**src/rtl/lfsr_pixel_streamer_if.sv**
```systemverilog
`default_nettype none
// ============================================================================
// lfsr_pixel_streamer_if
// Word-in / pixel-out stream bundle between LFSR source, streamer and sink.
// Revision: 1.0
// ============================================================================
interface lfsr_pixel_streamer_if;
    logic        start_i;
    logic [15:0] word_i;
    logic        word_valid_i;
    logic        word_ready_o;
    logic        lfsr_done_i;
    logic [23:0] pix_o;
    logic        pix_valid_o;
    logic        pix_ready_i;
    logic        sof_o;
    logic        eol_o;
    logic        eof_o;
    logic        busy_o;
    logic        done_o;
    logic        underrun_o;
    logic [15:0] signature_o;

    modport slave (
        input  start_i, word_i, word_valid_i, lfsr_done_i, pix_ready_i,
        output word_ready_o, pix_o, pix_valid_o, sof_o, eol_o, eof_o,
               busy_o, done_o, underrun_o, signature_o
    );

    modport master (
        output start_i, word_i, word_valid_i, lfsr_done_i, pix_ready_i,
        input  word_ready_o, pix_o, pix_valid_o, sof_o, eol_o, eof_o,
               busy_o, done_o, underrun_o, signature_o
    );
endinterface
`default_nettype wire

```
**src/rtl/lfsr_pixel_streamer.sv**
```systemverilog
`default_nettype none
// ============================================================================
// lfsr_pixel_streamer
// RGB565 LFSR words -> one RGB888 raster frame with sof/eol/eof and signature.
// Revision: 1.0
// ============================================================================
module lfsr_pixel_streamer #(
    parameter int IMG_WIDTH  = 16,
    parameter int IMG_HEIGHT = 16
) (
    input  wire logic             clk_i,
    input  wire logic             nreset_i,
    lfsr_pixel_streamer_if.slave  bus
);
    localparam int TOTAL = IMG_WIDTH * IMG_HEIGHT;
    localparam int CW    = $clog2(IMG_WIDTH);
    localparam int RW    = $clog2(IMG_HEIGHT + 1);
    localparam int NW    = $clog2(TOTAL + 1);

    localparam logic [CW-1:0] COL_LAST = CW'(IMG_WIDTH - 1);
    localparam logic [RW-1:0] ROW_LAST = RW'(IMG_HEIGHT - 1);
    localparam logic [NW-1:0] N_TOTAL  = NW'(TOTAL);

    localparam logic [1:0] S_IDLE   = 2'd0;
    localparam logic [1:0] S_STREAM = 2'd1;
    localparam logic [1:0] S_DONE   = 2'd2;

    logic [1:0]    state;
    logic [1:0]    state_nxt;
    logic          busy;
    logic          done;
    logic          word_ready;
    logic [CW-1:0] col;
    logic [RW-1:0] row;
    logic [NW-1:0] in_count;
    logic [23:0]   pix;
    logic          pix_valid;
    logic          sof;
    logic          eol;
    logic          eof;
    logic          underrun;
    logic [15:0]   sig;

    logic          start_go;
    logic          more_words;
    logic          accept;
    logic          out_hs;
    logic          dry;
    logic          eol_ld;
    logic [23:0]   rgb888;

    assign start_go   = bus.start_i && (state != S_STREAM);
    assign more_words = (in_count < N_TOTAL);
    assign accept     = bus.word_valid_i && word_ready;
    assign out_hs     = pix_valid && bus.pix_ready_i;
    // A word arriving together with lfsr_done_i is taken, not counted as a dry cycle.
    assign dry        = busy && bus.lfsr_done_i && !bus.word_valid_i && more_words;
    assign eol_ld     = (col == COL_LAST);

    assign rgb888 = {bus.word_i[15:11], bus.word_i[15:13],
                     bus.word_i[10:5],  bus.word_i[10:9],
                     bus.word_i[4:0],   bus.word_i[4:2]};

    always_ff @(posedge clk_i or posedge nreset_i) begin
        if (nreset_i) begin
            state <= S_IDLE;
        end else begin
            state <= state_nxt;
        end
    end

    always_comb begin
        state_nxt = state;
        case (state)
            S_IDLE:   if (bus.start_i) state_nxt = S_STREAM;
            S_STREAM: begin
                if (out_hs && eof) begin
                    state_nxt = S_DONE;
                end else if ((underrun || dry) && (!pix_valid || out_hs)) begin
                    state_nxt = S_DONE;
                end
            end
            S_DONE:   if (bus.start_i) state_nxt = S_STREAM;
            default:  state_nxt = S_IDLE;
        endcase
    end

    always_comb begin
        busy       = (state == S_STREAM);
        done       = (state == S_DONE);
        word_ready = busy && more_words && (!pix_valid || bus.pix_ready_i);
    end

    always_ff @(posedge clk_i or posedge nreset_i) begin
        if (nreset_i) begin
            col       <= '0;
            row       <= '0;
            in_count  <= '0;
            pix       <= '0;
            pix_valid <= 1'b0;
            sof       <= 1'b0;
            eol       <= 1'b0;
            eof       <= 1'b0;
            underrun  <= 1'b0;
            sig       <= '0;
        end else if (start_go) begin
            col       <= '0;
            row       <= '0;
            in_count  <= '0;
            pix_valid <= 1'b0;
            underrun  <= 1'b0;
            sig       <= '0;
        end else begin
            if (accept) begin
                pix       <= rgb888;
                pix_valid <= 1'b1;
                sof       <= (col == '0) && (row == '0);
                eol       <= eol_ld;
                eof       <= eol_ld && (row == ROW_LAST);
                sig       <= {sig[14:0], sig[15]} ^ bus.word_i;
                in_count  <= in_count + NW'(1);
                if (eol_ld) begin
                    col <= '0;
                    row <= row + RW'(1);
                end else begin
                    col <= col + CW'(1);
                end
            end else if (out_hs) begin
                pix_valid <= 1'b0;
            end
            if (dry) begin
                underrun <= 1'b1;
            end
        end
    end

    assign bus.word_ready_o = word_ready;
    assign bus.pix_o        = pix;
    assign bus.pix_valid_o  = pix_valid;
    assign bus.sof_o        = sof;
    assign bus.eol_o        = eol;
    assign bus.eof_o        = eof;
    assign bus.busy_o       = busy;
    assign bus.done_o       = done;
    assign bus.underrun_o   = underrun;
    assign bus.signature_o  = sig;
endmodule
`default_nettype wire

```
**src/flat_wrapper.sv**
```systemverilog
// flat-port wrapper written by rule: the top's interface ports become plain ports
module lfsr_pixel_streamer_flat 
#(
    parameter int IMG_WIDTH  = 16,
    parameter int IMG_HEIGHT = 16
)
  (clk_i, nreset_i, bus_start_i, bus_word_i, bus_word_valid_i, bus_lfsr_done_i, bus_pix_ready_i, bus_word_ready_o, bus_pix_o, bus_pix_valid_o, bus_sof_o, bus_eol_o, bus_eof_o, bus_busy_o, bus_done_o, bus_underrun_o, bus_signature_o);
  lfsr_pixel_streamer_if bus_i ();
  input  wire logic clk_i;
  input  wire logic nreset_i;
  input wire logic [$bits(bus_i.start_i)-1:0] bus_start_i;
  input wire logic [$bits(bus_i.word_i)-1:0] bus_word_i;
  input wire logic [$bits(bus_i.word_valid_i)-1:0] bus_word_valid_i;
  input wire logic [$bits(bus_i.lfsr_done_i)-1:0] bus_lfsr_done_i;
  input wire logic [$bits(bus_i.pix_ready_i)-1:0] bus_pix_ready_i;
  output wire logic [$bits(bus_i.word_ready_o)-1:0] bus_word_ready_o;
  output wire logic [$bits(bus_i.pix_o)-1:0] bus_pix_o;
  output wire logic [$bits(bus_i.pix_valid_o)-1:0] bus_pix_valid_o;
  output wire logic [$bits(bus_i.sof_o)-1:0] bus_sof_o;
  output wire logic [$bits(bus_i.eol_o)-1:0] bus_eol_o;
  output wire logic [$bits(bus_i.eof_o)-1:0] bus_eof_o;
  output wire logic [$bits(bus_i.busy_o)-1:0] bus_busy_o;
  output wire logic [$bits(bus_i.done_o)-1:0] bus_done_o;
  output wire logic [$bits(bus_i.underrun_o)-1:0] bus_underrun_o;
  output wire logic [$bits(bus_i.signature_o)-1:0] bus_signature_o;
  assign bus_i.start_i = bus_start_i;
  assign bus_i.word_i = bus_word_i;
  assign bus_i.word_valid_i = bus_word_valid_i;
  assign bus_i.lfsr_done_i = bus_lfsr_done_i;
  assign bus_i.pix_ready_i = bus_pix_ready_i;
  assign bus_word_ready_o = bus_i.word_ready_o;
  assign bus_pix_o = bus_i.pix_o;
  assign bus_pix_valid_o = bus_i.pix_valid_o;
  assign bus_sof_o = bus_i.sof_o;
  assign bus_eol_o = bus_i.eol_o;
  assign bus_eof_o = bus_i.eof_o;
  assign bus_busy_o = bus_i.busy_o;
  assign bus_done_o = bus_i.done_o;
  assign bus_underrun_o = bus_i.underrun_o;
  assign bus_signature_o = bus_i.signature_o;
  lfsr_pixel_streamer #(.IMG_WIDTH(IMG_WIDTH), .IMG_HEIGHT(IMG_HEIGHT)) u_core (.clk_i(clk_i), .nreset_i(nreset_i), .bus(bus_i));
endmodule
```
**config.mk**
```make
export PLATFORM = sky130hd
export DESIGN_NAME = lfsr_pixel_streamer_flat
export DESIGN_NICKNAME = d
export VERILOG_FILES = /design/src/rtl/lfsr_pixel_streamer_if.sv /design/src/rtl/lfsr_pixel_streamer.sv /design/src/flat_wrapper.sv
export SDC_FILE = /design/constraint.sdc
export NUM_CORES = 1
export LEC_CHECK = 0
export CORE_ASPECT_RATIO = 1.1
export CORE_UTILIZATION = 45
export CTS_BUF_LIST = sky130_fd_sc_hd__clkbuf_4 sky130_fd_sc_hd__clkbuf_8
export DETAILED_ROUTE_END_ITERATION = 8
export PLACE_DENSITY = 0.78
export SYNTH_ARGS = -nofsm -noshare
export SYNTH_HDL_FRONTEND = slang
export SYNTH_SLANG_ARGS = --single-unit
```
**constraint.sdc**
```tcl
create_clock -name clk_i -period 2.16 [get_ports clk_i]
set_clock_uncertainty 0.15 [all_clocks]
set_input_delay 0.648 -clock clk_i [delete_from_list [all_inputs] [get_ports clk_i]]
set_output_delay 0.648 -clock clk_i [all_outputs]
set_load 0.03 [all_outputs]
```
==> impl_metrics.csv <==
group,metric,value,unit
outcome,status,"completed",
yosys,syn_area_per_cell,9.59,sq um
critical_path,startpoint_type,"flop",
die,core_area,5730,sq um
die,dieHeight,82.7,microns
route,totalWireLength,6270,microns
route,wire_per_inst,14.1,microns
worst_hold_path,hold_path.class,"reg -> reg",
critical_path,crit_fanout,3,
timing,setup_viol,0,
cells_and_area,diodes,0,
critical_path,cp-endpoint,"bus_word_ready_o",
yosys,netlist_instances,278,
die,fp.dieW,75.4,microns
critical_path,rr_worst_depth,5,
cts,path_clk_slew,0.06,ns
cells_and_area,final_nets,390,
die,pin_count,70,
critical_path,critical_path_required,1.36,ns
yosys,synth_area_leader_cell,"dfrtp_1",
timing,fin_crit_sh,0.987,
placement,dp_hpwl,4330,microns
critical_path,critPathArrivalTime,1.33,ns
route,via_count,2247,
cts,cts_sinks,57,
critical_path,path_class,"reg -> out",
placement,post-place-ws,-0.308,ns
yosys,synthTopCellsByArea,"dfrtp_1 53%, nand2_1 9.3%, xnor2_1 5.6%, nand3_1 5.3%, o21ai_1 4.1%",
placement,port_buffers,69,
grt,grt_usage,0.228,
yosys,ys_seq_elements,57,
pwr,power_density,1460,nW/um^2
cells_and_area,fill_cells,514,
grt,grt_antenna_before_repair,0,
yosys,yosysSeqAreaShare,0.535,
pwr,p_leak,1.91,nW
cts,clock_latency,0.34,ns
cts,cts_hold_buf,0,
cts,ctsHtreeMaxLevel,3,
worst_hold_path,hp-start,"u_core.bus.pix_o[10]",
cts,cts_tree,"done",
die,initial_core_util,0.465,
yosys,yosysWarnings,0,
cells_and_area,area_growth,39.4,%
timing,drv_slew,0,
placement,gp_congestion,0.901,
route,drt_first_pass_iters,4,
route,drtAntennaViolNets,0,
die,rows,29,
route,first_iter_violations,132,
timing,fmax,469,MHz
cells_and_area,multiInputGateArea,1120,sq um
critical_path,end_kind,"output pin",
cts,cts_made_buffers,9,
cells_and_area,drive_gt1_frac,0.144,
timing,rsz0062_at_grt,"true",
timing,setup_tns,0,ns
cts,root_buffer,"clkbuf_8",
timing,setup_ws,0.0277,ns
cells_and_area,seqCellArea,1430,sq um
cells_and_area,fin_util,0.648,
route,route.detailed.drc,0,
route,via_per_inst,5.06,
yosys,synth_cell_type_count,37,
flow_run,cap_violations,0,
yosys,synth_top_area_share,0.535,
critical_path,timing.rr.start,"u_core.in_count[8]",
grt,grt_max_degree,58,
pwr,ir_drop,932,uV
critical_path,rr_endpoint,"u_core.row[1]",
grt,overflow,0,
die,die_area,6240,sq um
timing,tightest_slew,0.382,ns
timing,slew_headroom,0.745,
grt,grt_pass1_wl,10300,microns
critical_path,reg2reg_setup_slack,0.23,ns
timing,hold_viol_final,0,
cts,clock_path_buffers,2,
yosys,synth_nets,306,
critical_path,cp-startpoint,"u_core.state[1]",
yosys,syn_area,2670,sq um
timing,min_period,2.13,ns
grt,grt_pass1_vias,2217,
-- cell type report --
cell class / count / area share
multi-input combinational: 191 / 0.301
clock inverter: 2 / 0.00269
sequential: 57 / 0.384
tap: 77 / 0.0259
timing repair buffer: 94 / 0.226
inverter: 9 / 0.0108
clock buffer: 14 / 0.0502
-- state kept, by name, summed over array words and instances (netlist names) --
register                flops
u_core.row                  5
u_core.bus.eof_o            1
u_core.col                  4
u_core.bus.pix_o           16
u_core.in_count             9
u_core.bus.eol_o            1
u_core.bus.signature_o     16
u_core.bus.pix_valid_o      1
u_core.state                2
u_core.bus.underrun_o       1
u_core.bus.sof_o            1
-- how the worst min path moves through the flow --
stage / end / depth (start not counted)
after floorplan: u_core.in_count[5] / 1
after global placement: u_core.bus.pix_o[20] / 2
after detailed placement: u_core.bus.eol_o / 2
after CTS: u_core.bus.pix_o[11] / 2
after global routing: u_core.bus.pix_o[11] / 2
final: u_core.bus.pix_o[10] / 2
-- metrics by stage --
step	cells	area, sq um	hold WS, ns	power, mW
4_1_cts	444	3720	0.324	5.49
5_1_grt	444	3720	0.363	5.81
3_3_place_gp	425	3520	0.309	4.56
6_report	444	3720	0.321	5.43
3_5_place_dp	425	3520	0.312	4.64
2_1_floorplan	278	2670	0.295	3.50
-- logic make-up (layout without fill, tap and decap cells) --
| group | count (synthesis) | after routing | share of synthesized area |
|---|---|---|---|
| simple gates | 125 | 125 | 0.224 |
| flops | 57 | 57 | 0.535 |
| compound gates | 37 | 37 | 0.0784 |
| buf+inv | 30 | 119 | 0.0563 |
| xor+xnor | 19 | 19 | 0.0624 |
| fa+ha+maj | 6 | 6 | 0.0282 |
| mux | 4 | 4 | 0.0155 |
-- critical path: stages (launching register included) --
cell	delay, ns
dfrtp_1	0.38
buf_6	0.13
nand2b_4	0.15
inv_4	0.08
nand2_4	0.05
nor2_4	0.08
buf_6	0.13
-- per-layer routing --
layer,vias up,GRT usage,part of all wire
li1,1094,-,-
met3,13,0.0667,0.049
met4,0,0.104,0.021
met2,75,0.372,0.51
met5,-,0,0
met1,1065,0.277,0.42
-- timing repair --
item,CTS,global route
resized for setup,57,4
pin swaps,2,2
buffers inserted,3,0
setup endpoints to repair,46,4
-- cell usage in the layout, fill, tap and decap left out, types with 4 or more instances in the layout --
master,n
inv_1,7
ha_1,6
buf_4,23
o21ai_1,22
dlygate4sd2_1,45
xnor2_1,17
a21oi_1,4
nand3_1,28
clkdlybuf4s50_1,20
clkbuf_8,13
and3_1,4
nor2_1,6
nand2_1,65
dfrtp_1,57
-- synth_stat cells, drive strengths merged --
cell     n
nor3b    1
mux2     1
or3      3
nand4    3
ha       6
and2     1
a31oi    2
a21o     2
nand2   66
a21oi    4
and3     4
o221ai   1
and4     1
nor2     7
nand4b   1
nand2b   2
xor2     2
o21ai   23
and4b    2
clkbuf   6
o211ai   2
nor4     1
xnor2   17
mux2i    3
nand3   29
nor2b    3
o31ai    3
buf     15
dfrtp   57
inv      9
nor3     1
-- power by group --
part	switching (mW)	leakage, nW	internal [mW]	total [mW]
combinational	1.72	1.06	1.02	2.74
clock	0.418	0.106	0.551	0.969
sequential	0.288	0.748	1.44	1.72
Note: power is estimated with default switching activity, not from simulation.
